<file path="config.mk">
export PLATFORM = sky130hd
export DESIGN_NAME = axi_stream_packet_arbiter
export DESIGN_NICKNAME = d
export VERILOG_FILES = /design/src/rtl/axi_stream_packet_arbiter_pkg.sv /design/src/rtl/axi_stream_packet_arbiter_pick.sv /design/src/rtl/axi_stream_packet_arbiter.sv
export SDC_FILE = /design/constraint.sdc
export NUM_CORES = 1
export LEC_CHECK = 0
export ABC_AREA = 0
export BUFFER_PORTS_ARGS = -buffer_cell sky130_fd_sc_hd__buf_4
export CAP_MARGIN = 10
export CORE_MARGIN = 5
export CORE_UTILIZATION = 39
export DETAILED_ROUTE_END_ITERATION = 12
export GPL_TIMING_DRIVEN = 0
export PLACE_DENSITY = 0.64
export SKIP_CTS_REPAIR_TIMING = 1
export SYNTH_ARGS = -nofsm -noshare
export SYNTH_HDL_FRONTEND = slang
export SYNTH_SLANG_ARGS = --single-unit
</file>
<file path="constraint.sdc">
create_clock -name clock -period 4.06 [get_ports clock]
set_input_delay 0.609 -clock clock [delete_from_list [all_inputs] [get_ports clock]]
set_output_delay 0.609 -clock clock [all_outputs]
set_load 0.1 [all_outputs]
</file>
<file path="src/rtl/axi_stream_packet_arbiter_pkg.sv">
// axi_stream_arb_pkg: shared types and helpers for the packet arbiter
package axi_stream_arb_pkg;
  typedef enum logic {IDLE, LOCK} state_t;
  function automatic int nsize(input int n);
    return n <= 2 ? 1 : n <= 4 ? 2 : n <= 8 ? 3 : n <= 16 ? 4 : 5;
  endfunction
  function automatic logic [31:0] bin2oh(input logic [4:0] b);
    return 32'd1 << b;
  endfunction
  function automatic logic [4:0] oh2bin(input logic [31:0] oh);
    oh2bin = '0;
    for (int i = 0; i < 32; i++) if (oh[i]) oh2bin = 5'(i);
  endfunction
endpackage

</file>
<file path="src/rtl/axi_stream_packet_arbiter_pick.sv">
// round_robin_pick: first set request bit searching upward from ptr+1, wrapping at NUM
module round_robin_pick
  import axi_stream_arb_pkg::*;
#(
  parameter int NUM = 8,
  parameter int NSIZE = nsize(NUM)
) (
  input  logic [NUM-1:0]   req,
  input  logic [NSIZE-1:0] ptr,
  output logic             found,
  output logic [NSIZE-1:0] idx
);
  logic [NUM-1:0] rot;
  int f;
  always_comb begin
    rot = NUM'({req, req} >> (int'(ptr) + 1));
    found = |rot;
    f = 0;
    for (int k = NUM - 1; k >= 0; k--) if (rot[k]) f = k;
    idx = NSIZE'((int'(ptr) + 1 + f) % NUM);
  end
endmodule

</file>
<file path="src/rtl/axi_stream_packet_arbiter.sv">
// axi_stream_packet_arbiter: packet-level round-robin select for the M2S interconnect,
// with per-grant burst rotation and a mid-packet stall watchdog
module axi_stream_packet_arbiter
  import axi_stream_arb_pkg::*;
#(
  parameter int NUM = 8,
  parameter int NSIZE = nsize(NUM),
  parameter int BURST = 1,
  parameter int TOUT = 1024
) (
  input  logic             clock,
  input  logic             rst,
  input  logic             clk_en,
  input  logic [NUM-1:0]   s_tvalid,
  input  logic [NUM-1:0]   s_tready,
  input  logic [NUM-1:0]   s_tlast,
  input  logic [NUM-1:0]   req_mask,
  output logic [NSIZE-1:0] addr,
  output logic [NUM-1:0]   gate,
  output logic             grant_valid,
  output logic             timeout_pulse,
  output logic [NSIZE-1:0] timeout_id
);
  localparam int WW = TOUT > 0 ? $clog2(TOUT + 1) : 1;
  localparam logic [WW-1:0] TLIM = WW'(TOUT > 0 ? TOUT - 1 : 0);
  state_t state;
  logic [NSIZE-1:0] rr_ptr, idx;
  logic [7:0] bcnt;
  logic [WW-1:0] wcnt;
  logic [NUM-1:0] req;
  logic found, lock, eop, tmo, rotate;
  assign req = s_tvalid & req_mask;
  assign lock = state == LOCK;
  assign eop = lock && s_tvalid[addr] && s_tready[addr] && s_tlast[addr];
  // tmo needs tvalid low, so it can never coincide with eop
  assign tmo = TOUT > 0 && lock && !s_tvalid[addr] && wcnt == TLIM;
  assign rotate = tmo || (eop && (bcnt + 8'd1 == 8'(BURST) || !req[addr]));
  round_robin_pick #(.NUM(NUM), .NSIZE(NSIZE)) u_pick (
    .req(req),
    .ptr(lock ? addr : rr_ptr),
    .found(found),
    .idx(idx)
  );
  always_ff @(posedge clock or posedge rst)
    if (rst) begin
      state <= IDLE;
      addr <= '0;
      gate <= '0;
      grant_valid <= 1'b0;
      timeout_pulse <= 1'b0;
      timeout_id <= '0;
      rr_ptr <= NSIZE'(NUM - 1);
      bcnt <= '0;
      wcnt <= '0;
    end else if (clk_en) begin
      timeout_pulse <= tmo;
      if (tmo) timeout_id <= addr;
      if (!lock || rotate) begin
        bcnt <= '0;
        wcnt <= '0;
        if (lock) rr_ptr <= addr;
        if (found) begin
          state <= LOCK;
          addr <= idx;
          gate <= NUM'(bin2oh(5'(idx)));
          grant_valid <= 1'b1;
        end else begin
          state <= IDLE;
          gate <= '0;
          grant_valid <= 1'b0;
        end
      end else begin
        if (eop) bcnt <= bcnt + 8'd1;
        wcnt <= s_tvalid[addr] ? '0 : wcnt == TLIM ? wcnt : wcnt + 1'b1;
      end
    end
endmodule

</file>
==> flow_summary.ini <==
[timing]
fmax_mhz = 273
hold_violations = 0
finalClockSkew_ps = 9.91
fin_hold_ws_ps = 459
fin_crit_ps = 3670
setup_viol = 0
maxSlewViolCount = 0
finalCritPeriodShare = 0.903
fin_tns_setup_ps = 0
rsz0062_at_grt = false
worst_pin_slew_ps = 790
max_slew_margin = 0.473
layout_setup_ws_ps = 393

[clock_tree]
clkTransAtPathRegs_ps = 80
cts_tree = yes
clkLatencyLatePin_ps = 290
cts_sinks = 38
clk_path_buf_depth = 2
cts_made_buffers = 5
cts_max_level = 2
cts-root-buf = clkbuf_8

[yosys]
seq_area_frac_synth = 0.336
ys_top_cells_by_area = dfrtp_1 31%, nand2_1 7.7%, o21ai_0 5.6%
syn_area_per_cell_um2 = 8.54
yosysWarnings = 0
synth_common_cells = 58 x nand2_1, 35 x dfrtp_1, 32 x o21ai_0
syn-num-nets = 374
ys.flop_type = dfrtp_1
ys_seq_elements = 38
syn_area_um2 = 2840
post-synth-top-area-cell = dfrtp_1
synthArstFlopShare = 1.00
synth_most_common_cell = nand2_1
synth_edf_count = 0
synth_cell_types = 59
syn_inst = 333
yosysTopAreaCellShare = 0.308

[place]
place_ws_ps = 123
io_buffers = 50
hpwl_um = 5340
routabilityCongestion = 0.922

[critical_path]
r2r-end = gate[6]
r2r_slack_ps = 390
end_kind = register
r2r_cells = 15
r2r_start = lock
crit_fanout = 10
worstPathArrival_ps = 3890
critPathKind = reg2reg
critPathLaunchType = register
required_ps = 4280

[power]
powerDensity_nw_per_um2 = 718
cellLeakagePower_nw = 1.52
totalPowerFinal_mw = 2.49
ir_drop_mv = 0.399

[global_routing]
grt_max_degree = 39
antenna_found_initial = 0
grt_pass1_vias = 2631
grt_pass1_wl_um = 12200
grt_overflow = 0
track_usage = 0.166

[finish]
drive_gt1_frac = 0.253
nets = 431
n_antenna_cell = 0
register_area_um2 = 956
n_fill_cell = 702
multi_input_area_um2 = 1730
syn_to_final_growth_pct = 21.9

[detailed_routing]
antenna_left = 0
wl_per_cell_um = 14.5
first_iter_violations = 148
num_vias = 2682
finalWirelength_um = 7090
drc_errors = 0
dr.pass1.iters = 4
vias_per_cell = 5.47

[floorplan]
die_y_um = 95.4
rows = 31
initial_core_util = 0.396
die_w_um = 95.4
io_pins = 51
die_area_um2 = 9100
core-area_um2 = 7180

[min_path]
hp-class = in2async

[run_status]
status = completed

[job]
max_cap_violations = 0
layer usage:
| metal | global-route usage | share of wire | wire length [um] | vias to the layer above |
|---|---|---|---|---|
| li1 | - | - | - | 1337 |
| met1 | 0.219 | 0.46 | 3230 | 1268 |
| met2 | 0.286 | 0.50 | 3540 | 69 |
| met3 | 0.0166 | 0.034 | 238 | 8 |
| met4 | 0.0474 | 0.011 | 77 | 0 |
| met5 | 0 | 0 | 0 | - |
per-stage QoR:
stage	std cells	instance area, um2	util
finish	490	3470	0.483
global route	490	3470	0.483
CTS	490	3460	0.482
detailed placement	482	3340	0.466
global placement	482	3340	0.466
floorplan	333	2840	-
kinds of logic after synthesis:
group / synth area share
buffers and inverters: 0.0585
adder cells (fa/ha/maj): 0.0290
multiplexers: 0.113
XOR/XNOR: 0.0154
flip-flops: 0.336
AND/OR/NAND/NOR: 0.203
AO/OA/AOI/OAI: 0.245
worst max path at each step:
stage,start,to,slack [ps]
2_1_floorplan,addr[1],gate[2],140
3_3_place_gp,lock,gate[7],140
3_5_place_dp,lock,gate[7],120
4_1_cts,addr[1],gate[7],80
5_1_grt,lock,gate[6],10
6_report,lock,gate[6],390
registers in the layout (all words and copies together) (netlist names):
name and count:
lock 1, timeout_pulse 1, timeout_id 3, bcnt 8, gate 8, rr_ptr 3
wcnt 11, addr 3
power breakdown:
part           switching, mW  internal, mW  total, mW
Combinational           1.07         0.593       1.66
Clock                  0.131         0.200      0.332
Sequential            0.0449         0.451      0.496
critical path, stage by stage, from the launching register on:
cell	delay, ps
dfrtp_2	380
buf_2	240
mux2i_2	440
clkbuf_2	290
clkbuf_2	270
nor2_1	60
a21oi_1	160
o211ai_1	100
a21oi_1	170
a31o_2	130
ha_1	130
inv_1	40
fa_1	370
xnor2_1	270
xor2_1	340
a32o_1	230
placed cells by master (no fill, tap or decap), types with 2 or more instances in the layout:
master and n:
mux2i_1 6, nand4_1 3, a32o_1 4, buf_2 4, a21oi_1 13, o211ai_1 4, inv_2 2, o21ai_0 32
buf_4 50, mux2_4 3, xnor2_1 4, clkbuf_2 2, a211oi_1 3, buf_6 3, o22ai_1 4, nor2b_1 3
mux2_2 7, o31ai_1 12, nand3_1 15, o21a_1 2, a22oi_1 6, a31o_2 6, inv_1 15, nor2_1 10
o221ai_1 2, dfstp_2 3, mux2i_2 2, clkbuf_8 6, dfrtp_1 34, ha_1 5, mux4_2 5, or3_1 2
and2_1 8, clkbuf_1 12, nand2b_1 5, nand2_1 58, a21o_1 3, and3_1 7, nor3_1 2
area by class of cell:
class | instances | share of cell area
Timing Repair Buffer | 50 | 0.108
Buffer | 20 | 0.0303
Multi-Input combinational cell | 258 | 0.498
Inverter | 17 | 0.0184
Clock buffer | 7 | 0.0249
Tap cell | 99 | 0.0357
Sequential cell | 38 | 0.276
Clock inverter | 1 | 0.00866
Power figures use the tool's default switching activity.
